## src/rtl/uart_tx_arbiter.sv

```systemverilog
// Round-robin, packet-granular arbiter sharing one UART TX FIFO write port among NUM_REQ clients.
// Optional idle-grant watchdog enabled by defining UART_ARB_TIMEOUT_EN.

module uart_arb_lane #(
  parameter int DATA_BITS = 8
) (
  input  logic                 grant,
  input  logic                 req,
  input  logic                 last,
  input  logic [DATA_BITS-1:0] data,
  output logic [DATA_BITS-1:0] dataOwn,
  output logic                 reqOwn,
  output logic                 lastOwn
);
  // Grant is one-hot, so OR-ing every lane's masked view yields the owner's view.
  assign dataOwn = grant ? data : '0;
  assign reqOwn  = grant & req;
  assign lastOwn = grant & last;
endmodule

module uart_tx_arbiter #(
  parameter int NUM_REQ        = 4,
  parameter int DATA_BITS      = 8,
  parameter int TIMEOUT_CYCLES = 1024
) (
  input  logic                           Clock,
  input  logic                           Reset,
  input  logic [NUM_REQ-1:0]             Req,
  input  logic [NUM_REQ*DATA_BITS-1:0]   ReqData,
  input  logic [NUM_REQ-1:0]             ReqLast,
  output logic [NUM_REQ-1:0]             ReqAck,
  output logic [NUM_REQ-1:0]             Grant,
  output logic                           Busy,
  output logic                           WriteUart,
  output logic [DATA_BITS-1:0]           WriteData,
  input  logic                           TxFull,
  output logic                           TimeoutPulse
);
  localparam int PW = $clog2(NUM_REQ);

  typedef enum logic {IDLE, ACTIVE} state_t;

  state_t                              state, stateNext;
  logic [PW-1:0]                       ptr, ptrNext, owner, ownerNext, ownerInc, pickIdx;
  logic [NUM_REQ-1:0]                  grantNext, laneReq, laneLast;
  logic [NUM_REQ-1:0][DATA_BITS-1:0]   laneData;
  logic                                busyNext, ownReq, ownLast, xfer, wdHit, pickFound;

  function automatic logic [PW-1:0] rrIdx(input logic [PW-1:0] base, input int k);
    int s;
    s = int'(base) + k;
    if (s >= NUM_REQ) s = s - NUM_REQ;
    return PW'(s);
  endfunction

  for (genvar i = 0; i < NUM_REQ; i++) begin : gLane
    uart_arb_lane #(.DATA_BITS(DATA_BITS)) uLane (
      .grant  (Grant[i]),
      .req    (Req[i]),
      .last   (ReqLast[i]),
      .data   (ReqData[i*DATA_BITS +: DATA_BITS]),
      .dataOwn(laneData[i]),
      .reqOwn (laneReq[i]),
      .lastOwn(laneLast[i])
    );
  end

  assign ownReq       = |laneReq;
  assign ownLast      = |laneLast;
  assign xfer         = (state == ACTIVE) & ownReq & ~TxFull;
  assign WriteUart    = xfer;
  assign ReqAck       = xfer ? Grant : '0;
  assign TimeoutPulse = wdHit;
  assign ownerInc     = (owner == PW'(NUM_REQ - 1)) ? '0 : owner + 1'b1;

  always_comb begin
    WriteData = '0;
    for (int i = 0; i < NUM_REQ; i++) WriteData = WriteData | laneData[i];
  end

  // Scan from the farthest candidate inward so the one nearest ptr wins.
  always_comb begin
    pickFound = 1'b0;
    pickIdx   = '0;
    for (int k = NUM_REQ - 1; k >= 0; k--) begin
      if (Req[rrIdx(ptr, k)]) begin
        pickFound = 1'b1;
        pickIdx   = rrIdx(ptr, k);
      end
    end
  end

  always_comb begin
    stateNext = state;
    grantNext = Grant;
    busyNext  = Busy;
    ptrNext   = ptr;
    ownerNext = owner;
    case (state)
      IDLE: if (pickFound) begin
        stateNext = ACTIVE;
        grantNext = NUM_REQ'(1) << pickIdx;
        busyNext  = 1'b1;
        ownerNext = pickIdx;
      end
      ACTIVE: if ((xfer & ownLast) | wdHit) begin
        stateNext = IDLE;
        grantNext = '0;
        busyNext  = 1'b0;
        ptrNext   = ownerInc;
      end
      default: stateNext = IDLE;
    endcase
  end

  always_ff @(posedge Clock) begin
    if (Reset) begin
      state <= IDLE;
      Grant <= '0;
      Busy  <= 1'b0;
      ptr   <= '0;
      owner <= '0;
    end else begin
      state <= stateNext;
      Grant <= grantNext;
      Busy  <= busyNext;
      ptr   <= ptrNext;
      owner <= ownerNext;
    end
  end

`ifdef UART_ARB_TIMEOUT_EN
  localparam int CW = $clog2(TIMEOUT_CYCLES + 1);
  logic [CW-1:0] wdCnt;

  // Only a silent owner ages the grant; a TxFull stall with data pending never does.
  assign wdHit = (state == ACTIVE) & ~ownReq & (wdCnt == CW'(TIMEOUT_CYCLES - 1));

  always_ff @(posedge Clock) begin
    if (Reset || state != ACTIVE || xfer || wdHit) wdCnt <= '0;
    else if (!ownReq)                              wdCnt <= wdCnt + 1'b1;
  end
`else
  assign wdHit = 1'b0 & (TIMEOUT_CYCLES > 0);
`endif

endmodule

```

## config.mk

```make
export PLATFORM = sky130hd
export DESIGN_NAME = uart_tx_arbiter
export DESIGN_NICKNAME = d
export VERILOG_FILES = /design/src/rtl/uart_tx_arbiter.sv
export SDC_FILE = /design/constraint.sdc
export NUM_CORES = 1
export LEC_CHECK = 0
export CORE_MARGIN = 2
export CORE_UTILIZATION = 33
export DETAILED_ROUTE_END_ITERATION = 8
export HOLD_SLACK_MARGIN = 0.03
export MAX_ROUTING_LAYER = met4
export PLACE_DENSITY_LB_ADDON = 0.05
export SETUP_SLACK_MARGIN = 0.5
export SLEW_MARGIN = 20
export SYNTH_ARGS = -nofsm -noshare
export SYNTH_HDL_FRONTEND = slang
export SYNTH_SLANG_ARGS = --single-unit
```

## constraint.sdc

```tcl
create_clock -name Clock -period 1.7 [get_ports Clock]
set_input_delay 0.17 -clock Clock [delete_from_list [all_inputs] [get_ports Clock]]
set_output_delay 0.17 -clock Clock [all_outputs]
set_load 0.01 [all_outputs]
```

==> flow_summary.toml, run 1 <==
[logic_synthesis]
synth_ff_type = "dfxtp_1"
ys_ff_latch = 10
synth_area_um2 = 784.5
yosys_warnings = 0
yosysTopAreaCell = "dfxtp_1"
synth_nets = 144
syn_area_per_cell_um2 = 7.845
synth-edff-count = 0
yosysSeqAreaShare_pct = 25.52
synth_cell_types = 33
synth_top_area_share_pct = 25.52
synth_area_leaders = "dfxtp_1 (26%), a22oi_1 (19%), nand2_1 (5.7%), buf_4 (4.8%), and2_1 (4.0%)"
synthArstFlopShare_pct = 0
syn_inst = 100

[timing]
clock.fmax_ghz = 0.6432
fin_skew_ns = 0.002541
setup_ws_ns = 0.1453
rsz0062_at_grt = "yes"
fin_crit_sh_pct = 91.45
finalCriticalPeriod_ns = 1.555
setup_viol = 0
slew_violations = 0
fin_tns_setup_ns = 0
hold_ws_ns = 0.4843
hold_violations = 0

[critical_path]
path_max_fanout = 4
crit_chain = "a22oi_2, a21oi_2, buf_4, buf_6, and2_4, buf_6"
endpoint_kind = "primary output"
cp-start-kind = "flip-flop"
crit_arrival_ns = 1.38
crit_top_cell = "buf_6"
slowest_stage = "dfxtp_2"
crit_required_ns = 1.53
cpPeakStageDelay_ns = 0.33
worstSetupPathType = "reg2out"

[final_layout]
final_cell_count_no_fill = 209
utilization_pct = 77.65
final_net_count = 226
fillerInstances = 172
drive_gt1_share_pct = 45.86
antenna_cells = 0
area_growth_pct = 121.1
fin_area_mm2 = 0.001734

[detailed_routing]
drt-pass1-iter-count = 4
drc_errors = 0
drt_iter0_drc = 24
highest_layer = "met4"
vias = 1090
wl_per_cell_um = 15.48
vias_per_cell = 5.215
wl_met2_um = 1650
wl_um = 3235
wl_met3_um = 209
met1_length_um = 1351
antenna_left = 0

[placement]
gp_congestion = 0.8379
place_area_mm2 = 0.001451
io_buffers = 60
hpwlAfterDp_um = 2157
dpl_worst_slack_ns = -0.2094
dpl.cell_count = 190

[pwr]
clkPwrFrac_pct = 24.2
power.leakage_nw = 0.7254
p_total_mw = 0.8901
vdd_drop_max_v = 0.0004611
power_density_mw_per_mm2 = 513.3
p_int_mw = 0.6181
pwr-share-seq_pct = 30.2
power_frac_comb_pct = 45.6
power_switching_mw = 0.2720
switching_share_pct = 30.56

[clocking]
cts-buffers-inserted = 3
clockRootBuffer = "clkbuf_4"
cts_tree = "done"
cts_max_level = 1
clk_pin_slew_ns = 0.07
cts_max_path_buffers = 2
cts.sinks = 10
clk_latency_ns = 0.27

[job]
cap_violations = 0

[floorplan]
coreArea_mm2 = 0.002233
pin_count = 62
die_h_um = 52.76
die_x_um = 52.76
die_area_mm2 = 0.002783
initial_core_util_pct = 35.13
rows = 17

[outcome]
status = "completed"

[grt]
grt_first_pass_wirelength_um = 4388
antenna_found_initial = 0
grt_use_total_pct = 22.03
grt_max_degree = 14
first_global_vias = 1032
gr-total-overflow = 0

[min_path]
worstHoldPathType = "reg2reg"
-- cell families (layout without fill, tap and decap cells) --
logic type | after synthesis | after routing | synth area share (%)
compound gates | 37 | 37 | 34.93
fa+ha+maj | 1 | 1 | 1.595
buf+inv | 12 | 93 | 9.091
flops | 10 | 10 | 25.52
mux | 1 | 1 | 1.276
other cells | 1 | 1 | 0.4780
simple gates | 38 | 38 | 27.11
-- path summary, 6_finish.rpt --
path             from         to  slack, ns  cells after the start
max reg2reg  Grant[1]     ptr[0]       0.18                      8
min              Busy       Busy       0.48                      2
min reg2reg      Busy       Busy       0.48                      2
max          Grant[1]  ReqAck[2]       0.15                      6
-- per-layer routing --
metal / vias to the layer above / track usage (%)
met1: 507 / 24.70
met3: 5 / 4.857
met5: - / -
li1: 537 / -
met2: 41 / 39.38
met4: 0 / 5.556
-- registers in the layout, indices dropped and copies added, names as in the netlist --
register,count
Busy,1
Grant,4
owner,2
ptr,2
state,1
-- synth_stat cells, types with 2 or more instances --
library cell  instances
o21ai_0               4
nor2_1                3
dfxtp_1              10
a22oi_1              20
a32o_1                2
nand3b_1              3
a21oi_1               4
nand2_1              12
buf_4                 5
clkbuf_1              5
and2_1                5
nand2b_1              3
nor3_1                2
nor3b_1               3
-- power by group through the flow --
stage / sequential [mW] / combinational, mW / clock (mW)
after floorplan: 0.271 / 0.135 / 0
after global placement: 0.269 / 0.350 / 0
after detailed placement: 0.269 / 0.355 / 0
after CTS: 0.265 / 0.374 / 0.219
after global routing: 0.271 / 0.434 / 0.228
final: 0.269 / 0.406 / 0.216
-- layout by cell type (no fill, tap or decap), drive strengths merged, types with 2 or more instances in the layout --
master / count
and2: 5
or3: 2
nand2: 12
clkbuf: 8
buf: 39
o32ai: 2
nor2: 3
nand3b: 3
nand2b: 3
dfxtp: 10
o21ai: 4
a21oi: 5
nor3b: 3
clkdlybuf4s50: 38
nor3: 2
dlygate4sd2: 5
a32o: 2
clkdlybuf4s15: 2
a22oi: 20
-- critical path, delay by kind of cell (launching register included) --
| family | cells | cell delay (ns) |
|---|---|---|
| compound gates | 2 | 0.29 |
| buf+inv | 3 | 0.36 |
| flops | 1 | 0.33 |
| simple gates | 1 | 0.12 |
-- what timing repair did --
item / CTS / global route
gates cloned: 1 / 1
hold buffers: 0 / 0
endpoints found under the setup margin: 28 / 26
buffers inserted: 9 / 4
hold endpoints to repair: 0 / 0
pin swaps: 12 / 15
resized for setup: 96 / 26
-- area by class of cell --
class                   count  area (um^2)  share of cell area (%)
clock buffers               4        36.28                   2.092
inverters                   1        3.754                  0.2165
multi-input cells          78        629.4                   36.29
flip-flops and latches     10        215.2                   12.41
well taps                  28        35.03                   2.020
repair buffers             88        814.5                   46.97
No activity file was read; power rests on OpenSTA's default activity.
==> run 2, diff against run 1 <==
Settings changed: MAX_ROUTING_LAYER met4 to not set.
==> run 2 against run 1 <==
Via count is the same; first-iteration DRC count decreased by 8.3%; non-clock buffer count did not move; clock power hardly changed; clock skew about the same; sequential share of layout area did not move; global-route usage down 0.55 points; maximum frequency hardly changed; worst setup slack worse by 0.0015 ns; largest power group unchanged; highest routed layer unchanged.
==> flow_summary.toml, run 2 (synthesis results as in run 1) <==
[final_layout]
final_cell_mix = "clkdlybuf4s50_1 (38), buf_4 (16), a22oi_2 (15)"
utilization_pct = 77.65
drive_gt1_share_pct = 45.86
reg_top3 = "Grant: 4 flops, owner: 2 flops, ptr: 2 flops"
area_growth_pct = 121.1
multi_input_area_um2 = 629.4
top_register = "Grant"
fillerInstances = 172
antenna_cells = 0
largest_reg_flops = 4
final_common_cell = "clkdlybuf4s50_1"
final_net_count = 226
fin_area_mm2 = 0.001734
final_cell_count_no_fill = 209
regArea_um2 = 215.2

[clocking]
clk_latency_ns = 0.27
hold_buffers = 0
cts-buffers-inserted = 3
cts_max_path_buffers = 2
clockRootBuffer = "clkbuf_4"
cts_max_level = 1
clk_pin_slew_ns = 0.07
cts_tree = "done"
cts.sinks = 10

[timing]
finalCriticalPeriod_ns = 1.556
setup_ws_ns = 0.1438
slew_violations = 0
hold_violations = 0
setup_viol = 0
fin_crit_sh_pct = 91.54
rsz0062_at_grt = "yes"
fin_skew_ns = 0.002434
clock.fmax_ghz = 0.6426

[floorplan]
die_x_um = 52.76
coreArea_mm2 = 0.002233
pin_count = 62
initial_core_util_pct = 35.13
die_h_um = 52.76
rows = 17
die_area_mm2 = 0.002783

[grt]
antenna_found_initial = 0
grt_first_pass_wirelength_um = 4388
grt_max_degree = 14
first_global_vias = 1032
gr-total-overflow = 0
grt_use_total_pct = 21.48

[critical_path]
reg2reg_to = "ptr[0]"
ff2ff_setup_slack_ns = 0.18
endpoint_kind = "primary output"
cp-start-kind = "flip-flop"
crit_arrival_ns = 1.39
r2r-start = "Grant[0]"
reg2regPathDepth = 8
crit_required_ns = 1.53
worstSetupPathType = "reg2out"
path_max_fanout = 4

[min_path]
worstHoldPathType = "reg2reg"
min_to = "Busy"
hp-start = "Busy"
holdPathStages = 2

[placement]
dpl.cell_count = 190
place_area_mm2 = 0.001451
dpl_worst_slack_ns = -0.2094
gp_congestion = 0.8254
hpwlAfterDp_um = 2157
io_buffers = 60

[detailed_routing]
drt_iter0_drc = 22
wl_um = 3226
antenna_left = 0
wl_per_cell_um = 15.44
drt-pass1-iter-count = 4
vias = 1090
vias_per_cell = 5.215
drc_errors = 0

[pwr]
power_density_mw_per_mm2 = 513.0
vdd_drop_max_v = 0.0004611
power.leakage_nw = 0.7254

[job]
cap_violations = 0

[outcome]
status = "completed"
==> run 2: layout make-up <==
| cell class | instances | area share (%) |
|---|---|---|
| Timing Repair Buffer | 88 | 46.97 |
| Multi-Input combinational cell | 78 | 36.29 |
| Sequential cell | 10 | 12.41 |
| Clock buffer | 4 | 2.092 |
| Tap cell | 28 | 2.020 |
| Inverter | 1 | 0.2165 |
==> run 2: worst max path at each step <==
stage	startpoint	end	slack, ns	depth (start not counted)
3_3_place_gp	Req[0]	ReqAck[2]	-0.18	5
5_1_grt	Grant[0]	ReqAck[2]	0.11	6
4_1_cts	Grant[2]	ReqAck[2]	0.15	6
2_1_floorplan	ptr[1]	Grant[0]	0.41	5
6_report	Grant[0]	ReqAck[2]	0.14	6
3_5_place_dp	Req[0]	ReqAck[2]	-0.21	5
==> run 2: where the power goes <==
group / internal [mW] / switching [mW]
Sequential: 0.252 / 0.0161
Combinational: 0.235 / 0.170
Clock: 0.130 / 0.0854
==> run 2: critical path: stages (launching register included) <==
cell	delay [ns]
dfxtp_2	0.33
a22oi_2	0.18
a21oi_2	0.11
buf_4	0.15
buf_6	0.11
and2_4	0.12
buf_6	0.11
==> run 2: metal layers <==
layer / share of wire (%) / wire length, um / global-route usage [%] / vias to the layer above
met5: 0 / 0 / 0 / -
met4: 0.74 / 24 / 5.556 / 0
met3: 6.4 / 208 / 5.429 / 5
met2: 51 / 1657 / 39.38 / 41
met1: 41 / 1335 / 24.35 / 507
li1: - / - / - / 537
==> run 2: metrics by stage <==
stage	hold slack, ns	setup TNS, ns	total power [mW]
5_1_grt	0.5147	0	0.9326
4_1_cts	0.4834	0	0.8584
6_report	0.4843	0	0.8897
3_5_place_dp	0.4738	-1.154	0.6244
3_3_place_gp	0.4553	-0.7926	0.6191
2_1_floorplan	0.3369	0	0.4062
==> run 2: what timing repair did <==
item / in CTS / in global routing
buffers inserted: 9 / 4
resized for setup: 96 / 26
setup endpoints to repair: 28 / 26
pin swaps: 12 / 15
gates cloned: 1 / 1
==> run 3, diff against run 2 <==
Settings changed: RECOVER_POWER set to 50.
==> run 3 against run 2 <==
Sequential power about the same; hold slack about the same; die area unchanged; sequential share of layout area down 0.16 points; largest power group unchanged.
==> flow_summary.toml, run 3 (synthesis results as in run 1) <==
[outcome]
status = "completed"

[critical_path]
crit_chain = "a22oi_2, a21oi_2, buf_4, buf_6, and2_4, buf_6"
worstSetupPathType = "reg2out"
cp_num_buf_inv = 3
path_max_fanout = 4
crit_required_ns = 1.53
crit_top_cell = "buf_6"
cp-start-kind = "flip-flop"
slowest_stage = "dfxtp_1"
cpPeakStageDelay_ns = 0.36
crit_arrival_ns = 1.38
ff2ff_setup_slack_ns = 0.17
endpoint_kind = "primary output"
cp_top_family = "flip-flops"

[final_layout]
reg_top3 = "Grant: 4 flops, owner: 2 flops, ptr: 2 flops"
final_common_cell = "clkdlybuf4s50_1"
utilization_pct = 76.86
final_cell_mix = "clkdlybuf4s50_1 (38), a22oi_2 (15), buf_4 (15)"
drive_gt1_share_pct = 40.33
area_growth_pct = 118.8
final_net_count = 226
top_register = "Grant"
final_cell_count_no_fill = 209
largest_reg_flops = 4
antenna_cells = 0

[timing]
finalCriticalPeriod_ns = 1.553
fin_tns_setup_ns = 0
fin_crit_sh_pct = 91.35
setup_ws_ns = 0.1470
clock.fmax_ghz = 0.6439
hold_violations = 0
setup_viol = 0
slew_violations = 0
fin_skew_ns = 0.001000
rsz0062_at_grt = "yes"

[detailed_routing]
antenna_left = 0
wl_per_cell_um = 15.43
vias = 1081
drt_iter0_drc = 29
vias_per_cell = 5.172
drt-pass1-iter-count = 4
wl_um = 3225
drc_errors = 0

[floorplan]
die_area_mm2 = 0.002783
coreArea_mm2 = 0.002233
pin_count = 62
rows = 17
die_h_um = 52.76
initial_core_util_pct = 35.13
die_x_um = 52.76

[clocking]
clk_latency_ns = 0.27
cts_tree = "done"
cts_max_level = 1
cts_max_path_buffers = 2
clockRootBuffer = "clkbuf_4"
clk_pin_slew_ns = 0.06
hold_buffers = 0
cts.sinks = 10
cts-buffers-inserted = 3

[pwr]
power_density_mw_per_mm2 = 514.6
p_int_mw = 0.6140
switching_share_pct = 30.49
pwr-share-seq_pct = 30.6
power_frac_comb_pct = 45.3
vdd_drop_max_v = 0.0004608
power.leakage_nw = 0.6927
power_switching_mw = 0.2694
clkPwrFrac_pct = 24.1

[placement]
io_buffers = 60
hpwlAfterDp_um = 2157
gp_congestion = 0.8254
dpl.cell_count = 190
dpl_worst_slack_ns = -0.2094

[grt]
grt_use_met2_pct = 39.38
met3_usage_pct = 5.429
antenna_found_initial = 0
grt_first_pass_wirelength_um = 4388
gr-total-overflow = 0
grt_most_used_layer = "met2"
grt_use_total_pct = 21.48
grt_max_degree = 14
grtUsageMet1_pct = 24.35
first_global_vias = 1032

[min_path]
worstHoldPathType = "reg2reg"

[job]
cap_violations = 0
## run 3: cell count changes in the layout (fill, tap and decap cells not counted)
cell	delta
clkbuf_1	+8
buf_2	-4
clkbuf_2	-3
dfxtp_1	+2
buf_4	-1
clkdlybuf4s15_1	-1
clkdlybuf4s25_1	+1
dfxtp_2	-1
dfxtp_4	-1
## run 3: worst paths after layout
| check | from | to | cells after the start |
|---|---|---|---|
| max | Grant[2] | ReqAck[2] | 6 |
| min reg2reg | Busy | Busy | 2 |
| max reg2reg | Grant[0] | ptr[0] | 8 |
| min | Busy | Busy | 2 |
## run 3: layout make-up
cell class	count	area [um^2]
inverter	1	3.754
clock buffer	4	36.28
sequential	10	210.2
timing repair buffer	88	802.0
multi-input combinational	78	629.4
fill	180	516.7
tap	28	35.03
## run 3: tightest hold or removal path, stage by stage (launching register included)
cell      delay (ns)
dfxtp_1         0.30
nand2b_1        0.08
o21ai_2         0.06
## run 3: metal layers
layer | share of wire, % | routed length, um | vias to the layer above
met5 | 0 | 0 | -
met4 | 0.74 | 24 | 0
met3 | 7.0 | 226 | 5
met2 | 51 | 1649 | 47
met1 | 41 | 1325 | 495
li1 | - | - | 534
## run 3: timing repair
| item | 4_1_cts | 5_1_grt |
|---|---|---|
| endpoints found under the hold margin | 0 | 0 |
| gates cloned | 1 | 1 |
| endpoints found under the setup margin | 28 | 26 |
| pin swaps | 12 | 15 |
| buffers inserted | 9 | 4 |
| gates resized for setup | 96 | 26 |
## run 3: power by group through the flow
stage | registers, mW | logic [mW] | clock network (mW)
finish | 0.270 | 0.400 | 0.213
floorplan | 0.271 | 0.135 | 0
detailed placement | 0.269 | 0.355 | 0
global route | 0.272 | 0.429 | 0.228
global placement | 0.269 | 0.350 | 0
CTS | 0.265 | 0.374 | 0.219
## run 3: per-stage QoR
step	instance area [um^2]	total power [mW]	hold slack, ns
after global placement	1451	0.6191	0.4553
after global routing	1717	0.9288	0.5147
final	1717	0.8834	0.4844
after floorplan	785.8	0.4062	0.3369
after detailed placement	1451	0.6244	0.4738
after CTS	1637	0.8584	0.4834
